**src/rtl/fp_add_pkg.sv**
```systemverilog
// fp_add_pkg: shared constants, the unpacked-operand type and the unpack helper for the
// binary32 adder. No ports; imported by fp_add and fp_add_norm.
package fp_add_pkg;

    localparam int unsigned EXP_W    = 8;
    localparam int unsigned FRAC_W   = 23;
    localparam int unsigned EXP_BIAS = 127;
    localparam logic [EXP_W-1:0] EXP_MAX = 8'hFF;
    localparam logic [31:0] QNAN = 32'h7FC00000;

    typedef struct packed {
        logic              sign;
        logic [EXP_W-1:0]  exp;
        logic [FRAC_W:0]   mant;     // hidden bit included; zero for zero/subnormal
        logic              is_zero;  // true zero or subnormal (flushed)
        logic              is_inf;
        logic              is_nan;
    } fp_unpacked_t;

    function automatic fp_unpacked_t fp_unpack(input logic [31:0] x);
        fp_unpacked_t u;
        u.sign    = x[31];
        u.is_zero = (x[30:23] == '0);
        u.is_inf  = (x[30:23] == EXP_MAX) && (x[22:0] == '0);
        u.is_nan  = (x[30:23] == EXP_MAX) && (x[22:0] != '0);
        // Subnormals are flushed: exponent and significand both forced to zero.
        u.exp     = u.is_zero ? '0 : x[30:23];
        u.mant    = u.is_zero ? '0 : {1'b1, x[22:0]};
        return u;
    endfunction

endpackage

```
**src/rtl/fp_add_norm.sv**
```systemverilog
// fp_add_norm: combinational leading-zero count and normalize shift.
// Ports:
//   sum     in  28  raw significand sum {carry, mant[23:0], guard, round, sticky}
//   norm    out 27  normalized {mant[23:0], guard, round, sticky}
//   carry   out 1   sum overflowed into bit 27 (normalized by a right shift of one)
//   lzc     out 5   left shift applied when no carry (27 when sum is zero)
//   is_zero out 1   sum is exactly zero
module fp_add_norm
    import fp_add_pkg::*;
(
    input  logic [27:0] sum,
    output logic [26:0] norm,
    output logic        carry,
    output logic [4:0]  lzc,
    output logic        is_zero
);

    logic found;

    always_comb begin
        carry   = sum[27];
        is_zero = (sum == '0);
        lzc     = 5'd0;
        found   = 1'b0;
        for (int i = 26; i >= 0; i--) begin
            if (!found) begin
                if (sum[i]) begin
                    found = 1'b1;
                end else begin
                    lzc = lzc + 5'd1;
                end
            end
        end
        if (carry) begin
            // Bit shifted out of the bottom folds into sticky.
            norm = {sum[27:2], sum[1] | sum[0]};
            lzc  = 5'd0;
        end else begin
            norm = sum[26:0] << lzc;
        end
    end

endmodule

```
**src/rtl/fp_add.sv**
```systemverilog
// fp_add: two-stage pipelined IEEE-754 binary32 adder, round-to-nearest-even, flush-to-zero.
// Ports:
//   clk       in  1   clock, rising edge
//   rst       in  1   asynchronous active-high reset
//   in_valid  in  1   a/b valid this cycle
//   a, b      in  32  binary32 addends
//   out_valid out 1   result valid this cycle (2 cycles after in_valid)
//   result    out 32  registered sum, holds while out_valid is low
module fp_add
    import fp_add_pkg::*;
(
    input  logic        clk,
    input  logic        rst,
    input  logic        in_valid,
    input  logic [31:0] a,
    input  logic [31:0] b,
    output logic        out_valid,
    output logic [31:0] result
);

    // ---------------- Stage 1: unpack, swap, align, add ----------------
    fp_unpacked_t ua, ub;
    logic        a_ge_b;
    logic        big_sign;
    logic [7:0]  big_exp, sml_exp, exp_diff;
    logic [23:0] big_mant, sml_mant;
    logic        sml_zero;
    logic [49:0] sml_wide;
    logic [26:0] big_ext, sml_ext;
    logic        eff_sub;
    logic [27:0] sum;
    logic        special;
    logic [31:0] special_res;

    always_comb begin
        ua       = fp_unpack(a);
        ub       = fp_unpack(b);
        a_ge_b   = {ua.exp, ua.mant} >= {ub.exp, ub.mant};
        big_sign = a_ge_b ? ua.sign : ub.sign;
        big_exp  = a_ge_b ? ua.exp  : ub.exp;
        big_mant = a_ge_b ? ua.mant : ub.mant;
        sml_exp  = a_ge_b ? ub.exp  : ua.exp;
        sml_mant = a_ge_b ? ub.mant : ua.mant;
        sml_zero = a_ge_b ? ub.is_zero : ua.is_zero;
        exp_diff = big_exp - sml_exp;

        // Upper 26 bits keep mant+guard+round; everything below collapses into sticky.
        sml_wide = {sml_mant, 26'd0} >> exp_diff;
        if (exp_diff >= 8'd26) begin
            sml_ext = {26'd0, ~sml_zero};
        end else begin
            sml_ext = {sml_wide[49:24], |sml_wide[23:0]};
        end
        big_ext = {big_mant, 3'b000};
        eff_sub = ua.sign ^ ub.sign;
        // big >= small by construction, so the difference never goes negative.
        sum = eff_sub ? ({1'b0, big_ext} - {1'b0, sml_ext})
                      : ({1'b0, big_ext} + {1'b0, sml_ext});

        special     = 1'b1;
        special_res = '0;
        if (ua.is_nan || ub.is_nan || (ua.is_inf && ub.is_inf && eff_sub)) begin
            special_res = QNAN;
        end else if (ua.is_inf) begin
            special_res = {ua.sign, EXP_MAX, 23'd0};
        end else if (ub.is_inf) begin
            special_res = {ub.sign, EXP_MAX, 23'd0};
        end else if (ua.is_zero && ub.is_zero) begin
            special_res = {ua.sign & ub.sign, 31'd0};
        end else if (ua.is_zero) begin
            special_res = b;
        end else if (ub.is_zero) begin
            special_res = a;
        end else begin
            special = 1'b0;
        end
    end

    logic        s1_valid_q;
    logic        s1_special_q;
    logic [31:0] s1_special_res_q;
    logic        s1_sign_q;
    logic [7:0]  s1_exp_q;
    logic [27:0] s1_sum_q;

    always_ff @(posedge clk or posedge rst) begin
        if (rst) begin
            s1_valid_q       <= 1'b0;
            s1_special_q     <= 1'b0;
            s1_special_res_q <= '0;
            s1_sign_q        <= 1'b0;
            s1_exp_q         <= '0;
            s1_sum_q         <= '0;
        end else begin
            s1_valid_q <= in_valid;
            if (in_valid) begin
                s1_special_q     <= special;
                s1_special_res_q <= special_res;
                s1_sign_q        <= big_sign;
                s1_exp_q         <= big_exp;
                s1_sum_q         <= sum;
            end
        end
    end

    // ---------------- Stage 2: normalize, round, pack ----------------
    logic [26:0]       norm;
    logic              carry;
    logic [4:0]        lzc;
    logic              sum_zero;

    fp_add_norm u_norm (
        .sum     (s1_sum_q),
        .norm    (norm),
        .carry   (carry),
        .lzc     (lzc),
        .is_zero (sum_zero)
    );

    logic signed [9:0] exp_n, exp_r;
    logic              round_up;
    logic [24:0]       mant_r;
    logic [22:0]       frac_r;
    logic [31:0]       packed_res;

    always_comb begin
        exp_n    = $signed({2'b00, s1_exp_q}) + $signed({9'd0, carry}) - $signed({5'd0, lzc});
        // RNE: round up above half, or at exactly half when the LSB is odd.
        round_up = norm[2] & (norm[1] | norm[0] | norm[3]);
        mant_r   = {1'b0, norm[26:3]} + {24'd0, round_up};
        if (mant_r[24]) begin
            exp_r  = exp_n + 10'sd1;
            frac_r = mant_r[23:1];
        end else begin
            exp_r  = exp_n;
            frac_r = mant_r[22:0];
        end

        if (s1_special_q) begin
            packed_res = s1_special_res_q;
        end else if (sum_zero) begin
            packed_res = '0;
        end else if (exp_r >= 10'sd255) begin
            packed_res = {s1_sign_q, EXP_MAX, 23'd0};
        end else if (exp_r <= 10'sd0) begin
            packed_res = {s1_sign_q, 31'd0};
        end else begin
            packed_res = {s1_sign_q, exp_r[7:0], frac_r};
        end
    end

    logic        out_valid_q;
    logic [31:0] result_q;

    always_ff @(posedge clk or posedge rst) begin
        if (rst) begin
            out_valid_q <= 1'b0;
            result_q    <= '0;
        end else begin
            out_valid_q <= s1_valid_q;
            if (s1_valid_q) begin
                result_q <= packed_res;
            end
        end
    end

    assign out_valid = out_valid_q;
    assign result    = result_q;

endmodule

```
**config.mk**
```make
export PLATFORM = sky130hd
export DESIGN_NAME = fp_add
export DESIGN_NICKNAME = d
export VERILOG_FILES = /design/src/rtl/fp_add_pkg.sv /design/src/rtl/fp_add_norm.sv /design/src/rtl/fp_add.sv
export SDC_FILE = /design/constraint.sdc
export NUM_CORES = 1
export LEC_CHECK = 0
export ABC_CLOCK_PERIOD_IN_PS = 22000
export CAP_MARGIN = 20
export CORE_ASPECT_RATIO = 1.25
export CORE_UTILIZATION = 37
export CTS_CLUSTER_DIAMETER = 100
export DETAILED_ROUTE_END_ITERATION = 10
export SYNTH_ARGS = -nofsm -noshare
export SYNTH_HDL_FRONTEND = slang
export SYNTH_SLANG_ARGS = --single-unit
```
**constraint.sdc**
```tcl
create_clock -name clk -period 22 [get_ports clk]
set_clock_uncertainty 0.15 [all_clocks]
set_input_delay 2.2 -clock clk [delete_from_list [all_inputs] [get_ports clk]]
set_output_delay 2.2 -clock clk [all_outputs]
set_load 0.01 [all_outputs]
```
==> results.md, run 1 <==
* Outcome: complete, no violations
* Yosys Warn Count at 0
* Tcrit/Tclk final at 89.0%
* Final core utilization at 40.6%
* Largest net degree at the start of global routing at 96
* Mux share of post-synthesis cell area at 11.2%
* Syn Inst Count at 2465
* # diodes at 0
* Synthesized area per cell at 7.31 sq um
* Non-Filler Instances at 3087
* Synthesis-to-layout area growth at 8.66%
* Routed WL at 64.0 mm
* First-pass GRT wire length at 99.4 mm
* Resize count post-CTS at 0
* Pre-antenna DRT Iters at 6
* Number of setup buffers added after CTS at 0
* Remaining DRCs at 0
* Number of port buffers at 99
* Share of cells above drive strength 1 at 7.82%
* FF+latch count, synth at 104
* RSZ-0062 raised after global routing: no
* CTS tree: yes
* Wirelength per Cell at 20.7 um
* Dpl ws at 2720 ps
* Most frequent cells in the layout: nand2_1, nor2_1, a21oi_1
* Fin. max-slew vios at 0
* Worst reg2reg setup slack at 2410 ps
* Initial antenna violation count at 0
* Max_slew headroom at 23.1%
* Final Hold Violating Endpoints at 0
* Die footprint at 0.0496 sq mm
* Final setup margin at 2410 ps
* Post-synth net total at 2658
* Maxcap violations at 0
* Leading cell type in the layout, fill and taps excluded: nand2_1
* Compound-Gate Fraction of Synth Area at 25.9%
* Max Root-Sink Buffers at 2
* CP endpoint kind: flop
* Worst EP arrival at 19730 ps
* Std-Cell Rows at 90
* Core area at 0.0482 sq mm
* Initial core utilization at 37.4%
* Synthesized cell area at 0.0180 sq mm
* Worst slew pin tran at 1150 ps
* Async SR Flop Fraction at 100%
* Sink Count at 104
* Hold_buf cts at 0
* Root Driver: clkbuf_16
* Startpoint Class: flop
* Starting DRC count in detailed routing at 1945
* Reg clk slew, reported paths at 90 ps
* Req. time, crit path at 22140 ps
* Vias post-DR at 18.7k
* Vert. Die Dim at 249 um
* Fillers at 5085
* Final min period at 19590 ps
* Placed Cells at 3069
* Num CTS Buffers at 9
* Power per Cell Area at 73.1 mW/mm^2
* Synth Area in Simple Gates at 25.0%
* Max VDD drop at 0.0579 mV
* Main combinational cell family by area after synthesis: compound AO/OA/AOI/OAI gates
* Slowest CP cell: a211oi_4
* Critical path peak fanout at 21
* Adder-cell share of the synthesized area at 9.06%
* I/O pins at 100
* Global route overflow at 0
* All-Layer GR Usage at 25.3%
* CTS H-tree depth at 3
* Worst min-delay path class: reg2reg
* Clk Latency, worst-skew pair at 370 ps
* Endpoints failing setup at 0
* DRT antenna net count at 0
* Most used cell, CP: ha_1
* Via/cell ratio at 6.04
* Post-synth EDFFs at 0
* Post-synthesis xor/xnor area fraction at 7.18%
* Final setup TNS at 0 ps
* Die width at 199 um
* Yosys cell types at 116
* Vias in the first global route at 17.6k
* Post-DP HPWL at 49.9 mm
* Leak Pwr at 8.21 nW
* Prevailing post-synth register cell: dfrtp_1
* Setup CP Type: reg2reg
* Placer Congestion at 0.979
* Fmax at 0.0510 GHz
* Seq/Total Area, Yosys at 14.5%
* Slowest stage delay, CP at 800 ps
* Nets at 2631
## state kept, by name, summed over array words and instances (netlist names)
name	count
out_valid	1
result	32
s1_exp_q	8
s1_sign_q	1
s1_special_q	1
s1_special_res_q	32
s1_sum_q	28
s1_valid_q	1
## cell type report
| class | count | area [sq um] | area share, % |
|---|---|---|---|
| clock buffer | 9 | 225 | 1.15 |
| clock inverter | 7 | 88.8 | 0.454 |
| inverter | 131 | 494 | 2.53 |
| multi-input combinational | 2068 | 14200 | 72.4 |
| sequential | 104 | 2600 | 13.3 |
| tap | 644 | 806 | 4.12 |
| timing repair buffer | 124 | 1190 | 6.07 |
## routing by layer
layer  global-route usage [%]  wire length (um)  part of all wire [%]
met2                     42.2             30300                    47
met4                     10.7              2950                   4.6
met3                     2.37              3790                   5.9
met5                        0                 0                     0
met1                     33.0             26900                    42
## power by group
group	switching [mW]	internal [mW]	leakage [nW]
sequential	0.0888	0.225	1.27
combinational	0.569	0.374	6.79
clock	0.0902	0.0827	0.153
## path summary, 6_finish.rpt
kind | to | from | depth (start not counted)
setup / recovery | result[3]$_DFFE_PP0P_ | s1_sum_q[23]$_DFFE_PP0P_ | 71
hold / removal | s1_special_res_q[24]$_DFFE_PP0P_ | s1_special_res_q[24]$_DFFE_PP0P_ | 1
setup reg to reg | result[3]$_DFFE_PP0P_ | s1_sum_q[23]$_DFFE_PP0P_ | 71
hold reg to reg | s1_special_res_q[24]$_DFFE_PP0P_ | s1_special_res_q[24]$_DFFE_PP0P_ | 1
max in group asynchronous | s1_sum_q[1]$_DFFE_PP0P_ | rst | 3
min in group asynchronous | s1_sum_q[8]$_DFFE_PP0P_ | rst | 2
## worst max-delay path: cells and delay by family, from the launching register on
family          cells  cell delay, ps
buf+inv             2             940
fa+ha+maj          12            3740
flops               1             500
mux                 6            1430
compound gates     24            6030
simple gates       27            6680
## synth_stat cells (all sizes together) (8+ instances only)
master   count  area [sq um]
o22a        13           114
a31oi       37           231
ha         124          1550
nand3b      13          97.6
a21boi       8          60.1
mux2        45           507
or2         24           150
clkbuf     108           418
a211oi      32           258
o21a        16           120
xor2        36           360
mux2i      136          1360
nand2      270          1020
nand4       20           125
nor4        32           288
a22oi       54           455
nor2       261           990
o22ai       31           194
or3         21           131
o31ai       12          95.1
a21oi      206          1080
o211ai      21           158
nand3       61           320
a21o        26           195
and2        41           258
dfrtp      104          2600
nor3        58           317
o221ai       8          82.6
inv        129           484
o21bai      23           173
buf         49           330
nor2b       36           228
a2111oi      8          71.3
and3        19           119
xnor2       81           796
o21ai      145           726
nand2b      32           203
or4         10          82.6
## logic make-up (layout without fill, tap and decap cells)
group,after synthesis,count (layout)
xor+xnor,123,123
simple gates,918,918
compound gates,709,709
flops,104,104
buf+inv,293,271
fa+ha+maj,130,130
mux,188,188
## stage by stage
| step | power (mW) | hold WS [ps] | instance area (sq um) |
|---|---|---|---|
| after global routing | 1.53 | 394 | 19600 |
| final | 1.43 | 371 | 19600 |
| after detailed placement | 1.24 | 344 | 19200 |
| after floorplan | 0.974 | 232 | 18000 |
| after CTS | 1.41 | 365 | 19500 |
| after global placement | 1.23 | 338 | 19200 |
No activity file was read; power rests on OpenSTA's default activity.
==> run 2, diff against run 1 <==
--- a/config.mk
+++ b/config.mk
@@ -11,6 +11,7 @@
 export CORE_UTILIZATION = 37
 export CTS_CLUSTER_DIAMETER = 100
 export DETAILED_ROUTE_END_ITERATION = 10
+export GPL_ROUTABILITY_DRIVEN = 0
 export SYNTH_ARGS = -nofsm -noshare
 export SYNTH_HDL_FRONTEND = slang
 export SYNTH_SLANG_ARGS = --single-unit
==> constraint.sdc (replaced) <==
create_clock -name clk -period 22 [get_ports clk]
set_clock_uncertainty 0.15 [all_clocks]
set_input_delay 5.5 -clock clk [delete_from_list [all_inputs] [get_ports clk]]
set_output_delay 5.5 -clock clk [all_outputs]
set_load 0.01 [all_outputs]
==> run 2 against run 1 <==
Effect of this change: wire length is 1.9% lower; setup slack improved by 38 ps; register-to-register slack better by 40 ps; via count hardly changed; total power is essentially flat; critical endpoint is now result[7]$_DFFE_PP0P_; cell area about the same; global-route usage fell by 0.44 points; core utilization barely moved.
==> results.md, run 2 (synthesis results as in run 1) <==
* Outcome: complete, no violations
* Initial core utilization at 37.4% (unchanged)
* Startpoint Class: flop
* Root Driver: clkbuf_16
* Max_slew headroom at 25.4% (+2.3 points)
* Worst flop-to-flop path endpoint: result[7]$_DFFE_PP0P_
* Resize count post-CTS at 0 (unchanged)
* Worst Reg-to-Reg Cells at 71 (unchanged)
* Critical path peak fanout at 21 (unchanged)
* Non-Filler Instances at 3088 (+0.032%)
* Fmax at 0.0511 GHz (+0.20%)
* Power per Cell Area at 73.1 mW/mm^2 (about the same)
* Tcrit/Tclk final at 88.9% (-0.17 points)
* Remaining DRCs at 0 (unchanged)
* # diodes at 0 (unchanged)
* Via/cell ratio at 6.04 (about the same)
* CTS H-tree depth at 3 (unchanged)
* Fin. max-slew vios at 0 (unchanged)
* Final setup TNS at 0 ps (unchanged)
* Synthesis-to-layout area growth at 8.62% (about the same)
* I/O pins at 100 (unchanged)
* Fillers at 5107 (+0.43%)
* Die width at 199 um (unchanged)
* Routed WL at 62.8 mm (-1.9%)
* Max VDD drop at 0.0687 mV (+19%)
* Maxcap violations at 0 (unchanged)
* CP endpoint kind: flop
* Slowest CP cell: a211oi_4
* Leading cell type in the layout, fill and taps excluded: nand2_1
* Core area at 0.0482 sq mm (unchanged)
* CTS tree: yes
* First-pass GRT wire length at 98.1 mm (-1.3%)
* Wirelength per Cell at 20.3 um (-1.9%)
* Worst hold path stage count at 2 (+1)
* Vias post-DR at 18.7k (-0.054%)
* Worst EP arrival at 19690 ps (-40 ps)
* Number of port buffers at 99 (unchanged)
* Worst slew pin tran at 1120 ps (-34.2 ps)
* Most frequent cells in the layout: nand2_1, nor2_1, a21oi_1
* Largest net degree at the start of global routing at 99 (+3.1%)
* Num CTS Buffers at 9 (unchanged)
* Global route overflow at 0 (unchanged)
* Reg clk slew, reported paths at 90 ps (about the same)
* Starting DRC count in detailed routing at 1882 (-3.2%)
* DP Area at 0.0192 sq mm (about the same)
* Sink Count at 104 (unchanged)
* Vias in the first global route at 17.5k (-0.23%)
* Req. time, crit path at 22140 ps (about the same)
* Final min period at 19550 ps (-38.3 ps)
* Hold_buf cts at 0 (unchanged)
* Worst min-delay path class: reg2reg
* Final Hold Violating Endpoints at 0 (unchanged)
* Post-DP HPWL at 48.9 mm (-2.0%)
* Min-Delay Startpoint: result[25]$_DFFE_PP0P_
* Number of setup buffers added after CTS at 0 (unchanged)
* Final core utilization at 40.6% (about the same)
* Dpl ws at 2830 ps (+107 ps)
* All-Layer GR Usage at 24.9% (-0.44 points)
* Final setup margin at 2450 ps (+38.3 ps)
* Setup CP Type: reg2reg
* DRT antenna net count at 0 (unchanged)
* Pre-antenna DRT Iters at 7 (+1)
* Most used cell, CP: ha_1
* Die footprint at 0.0496 sq mm (unchanged)
* Slowest stage delay, CP at 820 ps (+20 ps)
* Fin area at 0.0196 sq mm (about the same)
* Clk Latency, worst-skew pair at 380 ps (about the same)
* Std-Cell Rows at 90 (unchanged)
* Nets at 2632 (+0.038%)
* RSZ-0062 raised after global routing: no
* Share of cells above drive strength 1 at 7.90% (+0.079 points)
* Leak Pwr at 8.22 nW (about the same)
* Hold Path Sink: result[25]$_DFFE_PP0P_
* Initial antenna violation count at 2 (+2)
* RR Startpoint: s1_sum_q[23]$_DFFE_PP0P_
* Endpoints failing setup at 0 (unchanged)
* Vert. Die Dim at 249 um (unchanged)
* Worst reg2reg setup slack at 2450 ps (+40 ps)
* Placed Cells at 3071 (+0.065%)
* Max Root-Sink Buffers at 2 (unchanged)
## run 2: cell count changes in the layout (fill, tap and decap cells not counted), sizes merged
cell	delta
dlymetal6s2s	-1
inv	+1
buf	+2
clkinv	-1
## run 2: worst max-delay path: cells and delay by family, from the launching register on
kind | cells | cell delay, ps
AO/OA/AOI/OAI | 24 | 6010
adder cells (fa/ha/maj) | 12 | 3750
buffers and inverters | 2 | 890
flip-flops | 1 | 500
multiplexers | 6 | 1410
AND/OR/NAND/NOR | 27 | 6730
## run 2: area by class of cell
class | count | area, sq um | share of cell area, %
sequential | 104 | 2600 | 13.3
multi-input combinational | 2068 | 14200 | 72.4
clock inverter | 7 | 88.8 | 0.454
inverter | 131 | 494 | 2.53
tap | 644 | 806 | 4.12
timing repair buffer | 125 | 1180 | 6.04
clock buffer | 9 | 225 | 1.15
## run 2: per-stage QoR
step                      hold WS [ps]  total power [mW]
final                              369              1.43
after global routing               375              1.52
after CTS                          367              1.41
after detailed placement           346              1.23
after global placement             338              1.22
after floorplan                    232             0.974
## run 2: routing by layer
metal	wire [um]	track usage (%)	vias to the layer above
met3	3640	2.13	152
met1	27000	32.8	8899
met2	29200	40.8	736
met4	2910	11.5	2
met5	13	0	-
li1	-	-	8861
## run 2: worst max path at each step
stage	to	from	slack, ps	cells past startpoint
6_report	result[7]$_DFFE_PP0P_	s1_sum_q[23]$_DFFE_PP0P_	2450	71
5_1_grt	result[7]$_DFFE_PP0P_	s1_sum_q[23]$_DFFE_PP0P_	1190	71
3_5_place_dp	result[7]$_DFFE_PP0P_	s1_sum_q[23]$_DFFE_PP0P_	2830	73
3_3_place_gp	result[13]$_DFFE_PP0P_	s1_sum_q[23]$_DFFE_PP0P_	3410	73
2_1_floorplan	result[0]$_DFFE_PP0P_	s1_sum_q[23]$_DFFE_PP0P_	5740	83
4_1_cts	result[7]$_DFFE_PP0P_	s1_sum_q[23]$_DFFE_PP0P_	2760	71
## run 2: power breakdown
part	leakage [nW]	switching [mW]	total [mW]	internal, mW
registers	1.27	0.0834	0.309	0.225
clock network	0.153	0.0907	0.174	0.0829
logic	6.79	0.572	0.947	0.375
==> run 3, diff against run 2 <==
--- a/config.mk
+++ b/config.mk
@@ -12,6 +12,7 @@
 export CTS_CLUSTER_DIAMETER = 100
 export DETAILED_ROUTE_END_ITERATION = 10
 export GPL_ROUTABILITY_DRIVEN = 0
+export PLACE_DENSITY = 0.57
 export SYNTH_ARGS = -nofsm -noshare
 export SYNTH_HDL_FRONTEND = slang
 export SYNTH_SLANG_ARGS = --single-unit
==> run 3 against run 2 <==
Effect of this change: die area stayed put; non-clock buffer count is 3 lower; first-iteration DRC count is 5.7% lower; cell area is 0.17% lower; global-route usage is 0.69 points higher; maximum frequency is 0.66% lower; via count is 0.75% lower; sequential power is 1% higher; combinational power is 0.4% lower; flip-flop and latch count stayed put; setup slack worse by 130 ps; clock power is 3% lower; critical path type unchanged; highest routed layer is now met4.
==> results.md, run 3 (synthesis results as in run 1) <==
* Final min period at 19680 ps (+130 ps)
* Tcrit/Tclk final at 89.5% (+0.59 points)
* CTS tree: yes
* Synthesis-to-layout area growth at 8.43%
* Clk Latency, worst-skew pair at 390 ps (about the same)
* Nets at 2629 (-0.11%)
* CTS H-tree depth at 3 (unchanged)
* Via/cell ratio at 6.00 (-0.65%)
* Worst EP arrival at 19830 ps (+140 ps)
* Maxcap violations at 0 (unchanged)
* First-pass GRT wire length at 99.7 mm (+1.6%)
* Fmax at 0.0508 GHz (-0.66%)
* Leading cell type in the layout, fill and taps excluded: nand2_1
* Pre-antenna DRT Iters at 6 (-1)
* Non-Filler Instances at 3085 (-0.097%)
* Outcome: complete, no violations
* Root Driver: clkbuf_16
* Wirelength per Cell at 20.7 um (+1.9%)
* Fin. max-slew vios at 0 (unchanged)
* I/O pins at 100 (unchanged)
* Max Root-Sink Buffers at 2 (unchanged)
* Startpoint Class: flop
* Max VDD drop at 0.0615 mV (-10%)
* Net Switching at 0.744 mW (-0.25%)
* Setup CP Type: reg2reg
* Worst min-delay path class: reg2reg
* Vias in the first global route at 17.4k (-0.52%)
* Std-Cell Rows at 90 (unchanged)
* Combinational Power Share at 66.2% (about the same)
* Switching share of power at 52.3% (+0.074 points)
* Worst slew pin tran at 1100 ps (-15.1 ps)
* Placed Cells at 3069 (-0.065%)
* Num CTS Buffers at 9 (unchanged)
* DRT antenna net count at 0 (unchanged)
* Global route overflow at 0 (unchanged)
* Slowest stage delay, CP at 810 ps (about the same)
* RSZ-0062 raised after global routing: no
* Starting DRC count in detailed routing at 1774 (-5.7%)
* Initial core utilization at 37.4% (unchanged)
* Number of setup buffers added after CTS at 0 (unchanged)
* Remaining DRCs at 0 (unchanged)
* CP endpoint kind: flop
* Most frequent cells in the layout: nand2_1, nor2_1, a21oi_1
* Number of port buffers at 99 (unchanged)
* Leak Pwr at 8.20 nW (-0.25%)
* Worst reg2reg setup slack at 2320 ps (-130 ps)
* Final setup TNS at 0 ps (unchanged)
* Final Hold Violating Endpoints at 0 (unchanged)
* Req. time, crit path at 22150 ps (about the same)
* P_int at 0.680 mW (-0.54%)
* Initial antenna violation count at 0 (-2)
* Routed WL at 63.9 mm (+1.8%)
* Vert. Die Dim at 249 um (unchanged)
* Die footprint at 0.0496 sq mm (unchanged)
* Max_slew headroom at 26.4% (+1.0 points)
* Share of cells above drive strength 1 at 7.78% (-0.11 points)
* Clock Power Share at 11.8% (-0.3 points)
* Reg clk slew, reported paths at 90 ps (about the same)
* Core area at 0.0482 sq mm (unchanged)
* All-Layer GR Usage at 25.6% (+0.69 points)
* Vias post-DR at 18.5k (-0.75%)
* Hold_buf cts at 0 (unchanged)
* Critical path peak fanout at 21 (unchanged)
* Largest net degree at the start of global routing at 75 (-24%)
* Slowest CP cell: a211oi_4
* Endpoints failing setup at 0 (unchanged)
* Post-DP HPWL at 49.6 mm (+1.5%)
* Most used cell, CP: ha_1
* Die width at 199 um (unchanged)
* Sequential power share at 22.0% (+0.4 points)
* # diodes at 0 (unchanged)
* Sink Count at 104 (unchanged)
* Power per Cell Area at 72.9 mW/mm^2 (-0.22%)
* Resize count post-CTS at 0 (unchanged)
==> run 3: power by group through the flow <==
stage | clock network (mW) | registers, mW | logic (mW)
floorplan | 0 | 0.257 | 0.717
CTS | 0.171 | 0.311 | 0.927
global placement | 0 | 0.312 | 0.914
finish | 0.168 | 0.313 | 0.943
global route | 0.179 | 0.319 | 1.03
detailed placement | 0 | 0.314 | 0.923
==> run 3: final cells by class <==
type / instances / area (sq um)
fillers: 5109 / 28700
clock buffers: 9 / 225
repair buffers: 122 / 1160
well taps: 644 / 806
multi-input cells: 2068 / 14200
flip-flops and latches: 104 / 2600
clock inverters: 7 / 75.1
inverters: 131 / 494
==> run 3: worst max-delay path, delay by kind of cell, from the launching register on <==
family / cells / cell delay [ps]
AO/OA/AOI/OAI: 24 / 5990
adder cells (fa/ha/maj): 12 / 3760
multiplexers: 6 / 1470
buffers and inverters: 2 / 920
flip-flops: 1 / 500
AND/OR/NAND/NOR: 27 / 6780
==> run 3: per-layer routing <==
metal / up-vias / part of all wire (%) / track usage, %
met5: - / 0 / 0
met4: 0 / 4.1 / 10.1
met3: 144 / 5.4 / 2.60
met2: 679 / 47 / 42.0
met1: 8823 / 44 / 34.1
li1: 8864 / - / -
==> run 3: path summary, 6_finish.rpt <==
path / startpoint / endpoint / depth (start not counted)
min in group asynchronous: rst / s1_sum_q[7]$_DFFE_PP0P_ / 2
worst min register to register: s1_special_res_q[25]$_DFFE_PP0P_ / s1_special_res_q[25]$_DFFE_PP0P_ / 1
worst max-delay path: s1_sum_q[23]$_DFFE_PP0P_ / result[13]$_DFFE_PP0P_ / 71
worst min-delay path: s1_special_res_q[25]$_DFFE_PP0P_ / s1_special_res_q[25]$_DFFE_PP0P_ / 1
worst max register to register: s1_sum_q[23]$_DFFE_PP0P_ / result[13]$_DFFE_PP0P_ / 71
max in group asynchronous: rst / s1_valid_q$_DFF_PP0_ / 3
==> run 3: stage by stage <==
stage	instance area [sq um]	worst slack (ps)	power [mW]	utilization [%]	hold WS, ps
final	19500	2320	1.42	40.5	364
after global routing	19500	922	1.53	40.5	383
after floorplan	18000	5740	0.974	-	232
after global placement	19200	3170	1.23	39.9	337
after detailed placement	19200	2600	1.24	39.9	342
after CTS	19500	2570	1.41	40.5	362
